### src/rtl/md_seq_ctrl.sv
// md_seq_ctrl: RV64M sequencer in front of the shared iterative mul/div core (optional MD_RESULT_CACHE_EN).
// Latency: div exceptions respond 1 cycle after accept; core ops take issue + core time + fixup + 1.
// Backpressure: one op in flight; req_ready_o only in IDLE, result held until res_ready_i.
module md_seq_ctrl #(
    parameter int XLEN        = 64,
    parameter int TIMEOUT_CYC = 80
) (
    input  logic              clk_i,
    input  logic              rst_ni,
    input  logic              req_valid_i,
    output logic              req_ready_o,
    input  logic [3:0]        md_op_i,
    input  logic [XLEN-1:0]   X_i,
    input  logic [XLEN-1:0]   Y_i,
    output logic              core_start_o,
    output logic              core_mul_o,
    output logic [XLEN-1:0]   core_X_o,
    output logic [XLEN-1:0]   core_Y_o,
    input  logic              core_done_i,
    input  logic [2*XLEN-1:0] core_res_i,
    output logic              core_abort_o,
    input  logic              flush_i,
    output logic              res_valid_o,
    input  logic              res_ready_i,
    output logic [XLEN-1:0]   res_o,
    output logic              exc_o,
    output logic              err_o
);

    localparam int CW = $clog2(TIMEOUT_CYC + 1);

    typedef enum logic [2:0] {
        S_IDLE,
        S_ISSUE,
        S_WAIT,
        S_FIX,
        S_RESP
    } state_t;

    state_t state_q, state_d;

    logic            in_w, in_mul, in_xsgn, in_ysgn;
    logic [1:0]      in_sub;
    logic [XLEN-1:0] in_x32s, in_xe, in_ye, in_min, in_xmag, in_ymag, exc_res;
    logic            in_xneg, in_yneg, div_zero, div_ovf, in_exc;
    logic            accept, timeout, cache_hit;
    logic [2*XLEN-1:0] cache_res;

    logic [3:0]        op_q;
    logic [XLEN-1:0]   mag_x_q, mag_y_q, res_q;
    logic              neg_x_q, neg_y_q, exc_q, err_q;
    logic [2*XLEN-1:0] res_full_q;
    logic [CW-1:0]     cnt_q;

    logic [XLEN-1:0]   quot, rem, sel, fix_res;
    logic [2*XLEN-1:0] prod;

    // Request decode: operand extension, magnitudes and div exceptions.
    always_comb begin
        in_w    = md_op_i[3];
        in_mul  = md_op_i[2];
        in_sub  = md_op_i[1:0];
        in_xsgn = in_mul ? (in_sub != 2'b11) : ~in_sub[0];
        in_ysgn = in_mul ? ~in_sub[1] : ~in_sub[0];
        in_x32s = {{(XLEN-32){X_i[31]}}, X_i[31:0]};
        if (in_w) begin
            in_xe  = in_xsgn ? in_x32s : {{(XLEN-32){1'b0}}, X_i[31:0]};
            in_ye  = in_ysgn ? {{(XLEN-32){Y_i[31]}}, Y_i[31:0]}
                             : {{(XLEN-32){1'b0}}, Y_i[31:0]};
            in_min = {{(XLEN-31){1'b1}}, 31'b0};
        end else begin
            in_xe  = X_i;
            in_ye  = Y_i;
            in_min = {1'b1, {(XLEN-1){1'b0}}};
        end
        in_xneg  = in_xsgn & in_xe[XLEN-1];
        in_yneg  = in_ysgn & in_ye[XLEN-1];
        in_xmag  = in_xneg ? -in_xe : in_xe;
        in_ymag  = in_yneg ? -in_ye : in_ye;
        div_zero = ~in_mul & (in_ye == '0);
        div_ovf  = ~in_mul & in_xsgn & (in_xe == in_min) & (in_ye == '1);
        in_exc   = div_zero | div_ovf;
        if (div_zero) begin
            exc_res = in_sub[1] ? (in_w ? in_x32s : X_i) : '1;
        end else begin
            exc_res = in_sub[1] ? '0 : in_xe;
        end
    end

    assign accept  = (state_q == S_IDLE) & req_valid_i & ~flush_i;
    assign timeout = (state_q == S_WAIT) & ~core_done_i & ~flush_i
                   & (cnt_q == CW'(TIMEOUT_CYC - 1));

`ifdef MD_RESULT_CACHE_EN
    logic              cache_vld, cache_w, cache_sgn;
    logic [XLEN-1:0]   cache_x, cache_y, x_q, y_q;
    logic [2*XLEN-1:0] cache_dat;

    assign cache_hit = cache_vld & ~in_mul & ~in_exc & (X_i == cache_x) & (Y_i == cache_y)
                     & (in_w == cache_w) & ((~in_sub[0]) == cache_sgn);
    assign cache_res = cache_dat;

    // Raw operands form the key so a hit needs no re-derivation of magnitudes.
    always_ff @(posedge clk_i or negedge rst_ni) begin
        if (!rst_ni) begin
            cache_vld <= 1'b0;
            cache_w   <= 1'b0;
            cache_sgn <= 1'b0;
            cache_x   <= '0;
            cache_y   <= '0;
            cache_dat <= '0;
            x_q       <= '0;
            y_q       <= '0;
        end else begin
            if (accept) begin
                x_q <= X_i;
                y_q <= Y_i;
            end
            if (flush_i || timeout) begin
                cache_vld <= 1'b0;
            end else if (state_q == S_ISSUE && !op_q[2]) begin
                cache_vld <= 1'b0;
            end else if (state_q == S_WAIT && core_done_i && !op_q[2]) begin
                cache_vld <= 1'b1;
                cache_x   <= x_q;
                cache_y   <= y_q;
                cache_w   <= op_q[3];
                cache_sgn <= ~op_q[0];
                cache_dat <= core_res_i;
            end
        end
    end
`else
    assign cache_hit = 1'b0;
    assign cache_res = '0;
`endif

    always_ff @(posedge clk_i or negedge rst_ni) begin
        if (!rst_ni) begin
            state_q <= S_IDLE;
        end else begin
            state_q <= state_d;
        end
    end

    always_comb begin
        state_d      = state_q;
        req_ready_o  = 1'b0;
        core_start_o = 1'b0;
        core_mul_o   = 1'b0;
        core_abort_o = 1'b0;
        res_valid_o  = 1'b0;
        case (state_q)
            S_IDLE: begin
                req_ready_o = ~flush_i;
                if (accept) begin
                    if (in_exc)         state_d = S_RESP;
                    else if (cache_hit) state_d = S_FIX;
                    else                state_d = S_ISSUE;
                end
            end
            S_ISSUE: begin
                core_start_o = 1'b1;
                core_mul_o   = op_q[2];
                core_abort_o = flush_i;
                state_d      = flush_i ? S_IDLE : S_WAIT;
            end
            S_WAIT: begin
                if (flush_i) begin
                    core_abort_o = 1'b1;
                    state_d      = S_IDLE;
                end else if (core_done_i) begin
                    state_d = S_FIX;
                end else if (timeout) begin
                    core_abort_o = 1'b1;
                    state_d      = S_RESP;
                end
            end
            S_FIX: begin
                state_d = flush_i ? S_IDLE : S_RESP;
            end
            S_RESP: begin
                res_valid_o = 1'b1;
                if (flush_i || res_ready_i) state_d = S_IDLE;
            end
            default: state_d = S_IDLE;
        endcase
    end

    always_ff @(posedge clk_i or negedge rst_ni) begin
        if (!rst_ni) begin
            cnt_q <= '0;
        end else if (state_q == S_WAIT) begin
            cnt_q <= cnt_q + CW'(1);
        end else begin
            cnt_q <= '0;
        end
    end

    // Sign fixup and result select; neg flags already encode signedness.
    always_comb begin
        quot = res_full_q[XLEN-1:0];
        rem  = res_full_q[2*XLEN-1:XLEN];
        prod = (neg_x_q ^ neg_y_q) ? -res_full_q : res_full_q;
        if (op_q[2]) begin
            sel = (op_q[1:0] == 2'b00) ? prod[XLEN-1:0] : prod[2*XLEN-1:XLEN];
        end else if (op_q[1]) begin
            sel = neg_x_q ? -rem : rem;
        end else begin
            sel = (neg_x_q ^ neg_y_q) ? -quot : quot;
        end
        fix_res = op_q[3] ? {{(XLEN-32){sel[31]}}, sel[31:0]} : sel;
    end

    always_ff @(posedge clk_i or negedge rst_ni) begin
        if (!rst_ni) begin
            op_q       <= '0;
            mag_x_q    <= '0;
            mag_y_q    <= '0;
            neg_x_q    <= 1'b0;
            neg_y_q    <= 1'b0;
            res_full_q <= '0;
            res_q      <= '0;
            exc_q      <= 1'b0;
            err_q      <= 1'b0;
        end else begin
            if (accept) begin
                op_q    <= md_op_i;
                mag_x_q <= in_xmag;
                mag_y_q <= in_ymag;
                neg_x_q <= in_xneg;
                neg_y_q <= in_yneg;
                exc_q   <= in_exc;
                err_q   <= 1'b0;
                if (in_exc)    res_q      <= exc_res;
                if (cache_hit) res_full_q <= cache_res;
            end
            if (state_q == S_WAIT && !flush_i) begin
                if (core_done_i) begin
                    res_full_q <= core_res_i;
                end else if (timeout) begin
                    res_q <= '0;
                    err_q <= 1'b1;
                end
            end
            if (state_q == S_FIX && !flush_i) res_q <= fix_res;
        end
    end

    assign core_X_o = mag_x_q;
    assign core_Y_o = mag_y_q;
    assign res_o    = res_q;
    assign exc_o    = exc_q;
    assign err_o    = err_q;

endmodule
### config.mk
export PLATFORM = sky130hd
export DESIGN_NAME = md_seq_ctrl
export DESIGN_NICKNAME = d
export VERILOG_FILES = /design/src/rtl/md_seq_ctrl.sv
export SDC_FILE = /design/constraint.sdc
export NUM_CORES = 1
export LEC_CHECK = 0
export ABC_AREA = 1
export CAP_MARGIN = 5
export CORE_MARGIN = 3
export CORE_UTILIZATION = 35
export CTS_CLUSTER_SIZE = 40
export DETAILED_ROUTE_END_ITERATION = 7
export HOLD_SLACK_MARGIN = 0.05
export PLACE_DENSITY = 0.59
export SLEW_MARGIN = 20
export SYNTH_ARGS = -nofsm -noshare
export SYNTH_HDL_FRONTEND = slang
export SYNTH_SLANG_ARGS = --single-unit
### constraint.sdc
create_clock -name clk_i -period 2.8 [get_ports clk_i]
set_input_delay 0.28 -clock clk_i [delete_from_list [all_inputs] [get_ports clk_i]]
set_output_delay 0.28 -clock clk_i [all_outputs]
set_load 0.01 [all_outputs]
# Word-level counts from Yosys, hierarchy flattened
# Cells that the tools add are included.
classes:
  n_addsub: 6
  eq_ne: 11
  n_mux: 48
  n_bitwise: 18
  reduce_logical: 9
ops:
  columns: ["cell", "count"]
  rows:
  - ["64-bit 2-to-1 mux", 22]
  - ["64-bit negator", 4]
  - ["128-bit 2-to-1 mux", 1]
  - ["128-bit negator", 1]
  - ["64-bit equality test", 1]
  - ["64-bit equality test, second input constant", 1]
  - ["64-bit zero test", 1]
  - ["63-bit 2-to-1 mux", 1]
  - ["3-bit 2-to-1 mux", 7]
  - ["3-bit one-hot mux with 5 select lines", 1]
  - ["1-bit 2-to-1 mux", 13]
  - ["1-bit bitwise AND", 11]
  - ["7-bit by 1-bit adder with 7-bit output, second input constant", 1]
  - ["7-bit equality test, second input constant", 1]
  - ["7-bit 2-to-1 mux", 1]
  - ["3-bit by 2-bit equality test with 1-bit output, second input constant", 2]
  - ["2-bit inequality test, second input constant", 3]
  - ["1-bit NOT", 5]
  - ["4-bit inequality test, second input constant", 1]
  - ["3-bit by 1-bit equality test with 1-bit output, second input constant", 1]
  - ["3-bit equality test, second input constant", 1]
  - ["3-bit zero test", 1]
  - ["3-bit AND reduction", 1]
  - ["1-bit logical AND", 2]
  - ["other kinds (8)", 8]
totals:
  ff_bits: 338
  out_inout_bits: 199
  elab_cells: 103

# Depth between registers and ports, before layout
logic_depth:
  word_depth: 14
  mapped_depth: 19
  ltp_nobuf: 17

# Worst setup path before layout
# No wires, ideal clock.
synth_path:
  path_kind: "flip-flop to flip-flop"
  start: "reg res_full_q[64]"
  end: "reg res_q[40], in the netlist res_o[40]"
  setup_time_ns: 0.118
  arrival_ns: 2.078
  required_ns: 2.682
  setup_slack_ns: 0.604
  stages_incl_launch_ff: 14
  synth_period_minus_slack_ns: 2.196
  cell_sequence: "dfrtp_1 -> clkinv_1 -> ha_1 -> nand2_1 -> nor2_1 -> nand2_1 -> o21ai_1 -> nand2_1 -> a21oi_1 -> o21ai_0 -> nand3_1 -> nand3_1 -> nand2_1 -> nand2_1"
synth_via:
  elab_chain_cells: 6
  word_cells_on_any_way: 9
  classes_between: "add/sub (2); mux (7)"
synth_lines:
  columns: ["element", "line_no", "text"]
  rows:
  - ["from (decl)", "52", "logic [2*XLEN-1:0] res_full_q;"]
  - ["from (signal assigned)", "236", "if (cache_hit) res_full_q <= cache_res;"]
  - ["from (signal assigned)", "240", "res_full_q <= core_res_i;"]
  - ["128-bit negator / 64-bit negator (equally long branches)", "204, 208", null]
  - ["128-bit 2-to-1 mux / 64-bit 2-to-1 mux (equally long branches)", "204, 208", null]
  - ["64-bit 2-to-1 mux (on tied branches)", "206, 207", null]
  - ["64-bit 2-to-1 mux (*)", "205", "if (op_q[2]) begin"]
  - ["64-bit 2-to-1 mux (*)", "212", "fix_res = op_q[3] ? {{(XLEN-32){sel[31]}}, sel[31:0]} : sel;"]
  - ["64-bit 2-to-1 mux (*)", "246", "if (state_q == S_FIX && !flush_i) res_q <= fix_res;"]
  - ["to (signal assigned)", "235", "if (in_exc) res_q <= exc_res;"]
  - ["to (signal assigned)", "246", null]
  - ["to (decl)", "50", "logic [XLEN-1:0] mag_x_q, mag_y_q, res_q;"]
# Every way passes the cells marked *; elsewhere a longest branch is shown, timed or not.
# A chain may end at the register's enable or synchronous reset.

# Worst setup path after layout
layout_path:
  start: "reg res_full_q[1]"
  end: "reg res_q[49], in the netlist res_o[49]"
layout_via:
  elab_chain_cells: 6
  word_cells_on_any_way: 9
  classes_between: "add/sub (2); mux (7)"
layout_lines:
  columns: ["element", "line_no"]
  rows:
  - ["128-bit negator / 64-bit negator (equally long branches)", "204, 210"]
  - ["128-bit 2-to-1 mux / 64-bit 2-to-1 mux (equally long branches)", "204, 210"]
  - ["64-bit 2-to-1 mux (on tied branches)", "206, 207"]
  - ["64-bit 2-to-1 mux (*)", "205"]
  - ["64-bit 2-to-1 mux (*)", "212"]
  - ["64-bit 2-to-1 mux (*)", "246"]
# Marks and branches as above.

==> impl_metrics.csv <==
group,metric,value,unit
setup_path,worstPathCellList,"inv_1 > buf_4 > nand3_1 > nor2_1 > nand2_1 > buf_4 > nor2_1 > nand2_2 > buf_4 > nand2_1 > nand2_1 > nand3_1 > nand3_1 > nand2_1 > inv_1 > nand2_1 > nand2_1 > nand2_1",
status,status,"completed",
synth,synth_compound_area_frac,0.09977,
pwr,combPwrFrac,0.619,
synth,synth_edf_count,0,
synth,syn-num-nets,4984,
die,dieArea,83400,um^2
setup_path,crit_path_frequent_cell,"nand2_1",
detailed_routing,dr.pass1.iters,8,
synth,yosysTopAreaCell,"dfrtp_1",
pwr,peakVddDrop,0.0007563,V
synth,synth.top_cell.area_share,0.3022,
die,die_w,288.8,um
synth,synth_area,27990,um^2
sta,setup_viol,0,
sta,fin_crit_sh,0.9647,
setup_path,crit_family,"simple AND/OR/NAND/NOR gates",
hold_path,worstHoldPathCells,3,
clock_network,clk_latency,610,ps
clock_network,clock-root-buffer,"clkbuf_16",
place,portBuffers,464,
synth,synth_xor_area_frac,0.04537,
setup_path,slowest_stage,"dfrtp_1",
sta,holdWs,238.7,ps
sta,min_period,2701,ps
final_layout,fin_util,0.5119,
detailed_routing,ant_nets,0,
detailed_routing,drtIter0Drc,3241,
final_layout,drive_gt1_frac,0.1511,
detailed_routing,viasPerCell,5.235,
die,initial_core_util,0.3537,
clock_network,h-tree-depth,2,
synth,syn_inst,4712,
die,num_rows,103,
setup_path,r2r-start,"res_full_q[1]$_DFFE_PN0P_",
pwr,switchingPower,0.02019,W
hold_path,holdCritStartpoint,"core_res_i[23]",
setup_path,cp.required,3340,ps
clock_network,clk_pin_slew_worst_paths,60,ps
pwr,clockPowerShare,0.150,
final_layout,syn_to_final_growth,44.71,%
sta,rsz0062_at_grt,"false",
synth,synth-simple-area-share,0.4509,
detailed_routing,vias,35597,
setup_path,slowest_delay,370,ps
synth,synthAdderAreaFrac,0.002682,
hold_path,hold_path.class,"in2reg",
setup_path,crit-reg2reg-capture,"res_o[49]$_DFF_PN0_",
grt,antenna_found_initial,4,
grt,grt_pass1_wl,224600,um
pwr,leakagePower,19.92,nW
sta,tightest_slew,791.3,ps
final_layout,nNetsFinal,5986,
detailed_routing,wl,156200,um
synth,synth_ff_type,"dfrtp_1",
clock_network,cts_tree,"done",
die,coreArea,79130,um^2
synth,synth_cell_types,42,
place,place_congestion,1.048,
final_layout,stdcell_count,6800,
clock_network,cts_made_buffers,44,
pwr,p_total,0.04097,W
synth,synth_seq_cells,338,
hold_path,min_to,"res_full_q[23]$_DFFE_PN0P_",
setup_path,crit_type,"reg2reg",
clock_network,clock_sinks,338,
setup_path,reg2reg_slack,100,ps
sta,max_freq,0.3702,GHz
grt,grt_max_degree,178,
die,io_pins,465,
grt,grt_usage,0.3636,
final_layout,final_cell_mix,"nand2_1, buf_4, nor2_1, nand3_1, clkdlybuf4s50_1",
setup_path,cp_max_fo,4,
job,cap_violations,0,
pwr,seqPwrFrac,0.232,
synth,synth_top_family_by_area,"simple AND/OR/NAND/NOR gates",
synth,synth_async_sr_flop_share,1.000,
setup_path,reg2regPathDepth,18,
sta,hold_violations,0,
place,dpl.cell_count,6716,
pwr,p_per_area,1012,nW/um^2
clock_network,clockBufferDepth,3,
final_layout,antenna_cells,0,
final_layout,filler_cell_count,8261,
sta,fin_worst_skew,23.91,ps
synth,postSynthAreaPerCell,5.940,um^2
pwr,swShare,0.4927,
grt,grt_pass1_vias,33991,
place,dpl.hpwl,127100,um
setup_path,cp_num_buf_inv,5,
sta,setup_slack,98.76,ps
sta,slew_viol_final,0,
synth,muxShareOfSynthArea,0.005632,
synth,synth_seq_area_share,0.3022,
sta,slew_headroom,0.4725,
synth,yosys-top-cells-area,"dfrtp_1, nand2_1, nand3_1, nor2_1, inv_1",
grt,grt_overflow,0,
setup_path,critPathCaptureType,"flip-flop",
place,dp_slack,-398.7,ps
final_layout,final_common_cell,"nand2_1",
detailed_routing,wl_per_cell,22.96,um
detailed_routing,drc,0,
setup_path,start_kind,"flip-flop",
synth,yosysWarningCount,0,
die,die_h,288.8,um
setup_path,arrival,3240,ps
pwr,intPower,0.02079,W
==> Yosys cell counts, types with 5 or more instances <==
library cell,n
nand2_2,9
nor2_1,663
buf_2,26
buf_1,25
inv_2,14
clkbuf_1,148
o211ai_1,27
ha_1,6
nor3_1,37
o21ai_1,29
xnor2_1,19
dfrtp_1,338
buf_4,6
o31ai_1,12
a31oi_1,6
nand2_1,1554
nor4_1,12
mux2_2,14
o21bai_1,5
or2_2,14
a21oi_1,187
buf_6,12
nand4_1,132
inv_1,424
nand3_1,580
nand3b_1,7
xor2_1,126
o21ai_0,253
==> state kept, by name, indices dropped and copies added (netlist names) <==
signal,count
core_X_o,64
err_o,1
res_o,64
core_Y_o,64
neg_x_q,1
neg_y_q,1
cnt_q,7
state_q,3
res_full_q,128
op_q,4
exc_o,1
==> area by class of cell <==
class,count,area (um^2),share of cell area
Inverter,441,1658,0.04093
Clock inverter,29,349.1,0.008618
Tap cell,1050,1314,0.03243
Sequential cell,338,8462,0.2089
Clock buffer,53,1165,0.02876
Timing Repair Buffer,1173,10550,0.2605
Multi-Input combinational cell,3716,17010,0.4198
==> timing repair <==
item | in CTS | in global routing
endpoints found under the hold margin | 61 | 0
buffers inserted | 1 | 0
hold buffers | 1 | 0
setup endpoints to repair | 1 | 38
gates resized for setup | 3 | 19
==> worst register-to-register path, delay by kind of cell (launching register included) <==
family / cells / cell delay [ps]
buf+inv: 5 / 620
flops: 1 / 370
simple gates: 13 / 1630
==> power by group through the flow <==
stage / sequential [W] / combinational, W / clock, W
2_1_floorplan: 0.00932 / 0.0118 / 0
3_3_place_gp: 0.00949 / 0.0246 / 0
3_5_place_dp: 0.00950 / 0.0248 / 0
4_1_cts: 0.00944 / 0.0249 / 0.00624
5_1_grt: 0.00969 / 0.0274 / 0.00641
6_report: 0.00949 / 0.0254 / 0.00613
==> how the worst max path moves through the flow <==
stage	cells past startpoint	startpoint	end
2_1_floorplan	13	res_full_q[64]$_DFFE_PN0P_	res_o[40]$_DFF_PN0_
5_1_grt	16	res_full_q[1]$_DFFE_PN0P_	res_o[12]$_DFF_PN0_
3_5_place_dp	16	md_op_i[1]	core_Y_o[56]$_DFFE_PN0P_
3_3_place_gp	16	md_op_i[1]	core_Y_o[56]$_DFFE_PN0P_
4_1_cts	13	res_full_q[61]$_DFFE_PN0P_	res_o[6]$_DFF_PN0_
6_report	18	res_full_q[1]$_DFFE_PN0P_	res_o[49]$_DFF_PN0_
==> metal layers <==
layer | up-vias | global-route usage | share of wire
met5 | - | 0 | 0.00015
met2 | 1514 | 0.6054 | 0.46
li1 | 17188 | - | -
met3 | 341 | 0.04578 | 0.066
met1 | 16550 | 0.4547 | 0.40
met4 | 4 | 0.2051 | 0.068
==> per-stage QoR <==
stage,area (um^2),setup TNS (ps)
floorplan,27990,0
global route,40510,0
CTS,40460,0
finish,40510,0
detailed placement,38920,-15570
global placement,38920,-13390
==> logic make-up after synthesis <==
family / count (synthesis)
AO/OA/AOI/OAI: 529
XOR/XNOR: 145
adder cells (fa/ha/maj): 6
buffers and inverters: 658
flip-flops: 338
multiplexers: 14
AND/OR/NAND/NOR: 3022
Note: power is estimated with default switching activity, not from simulation.
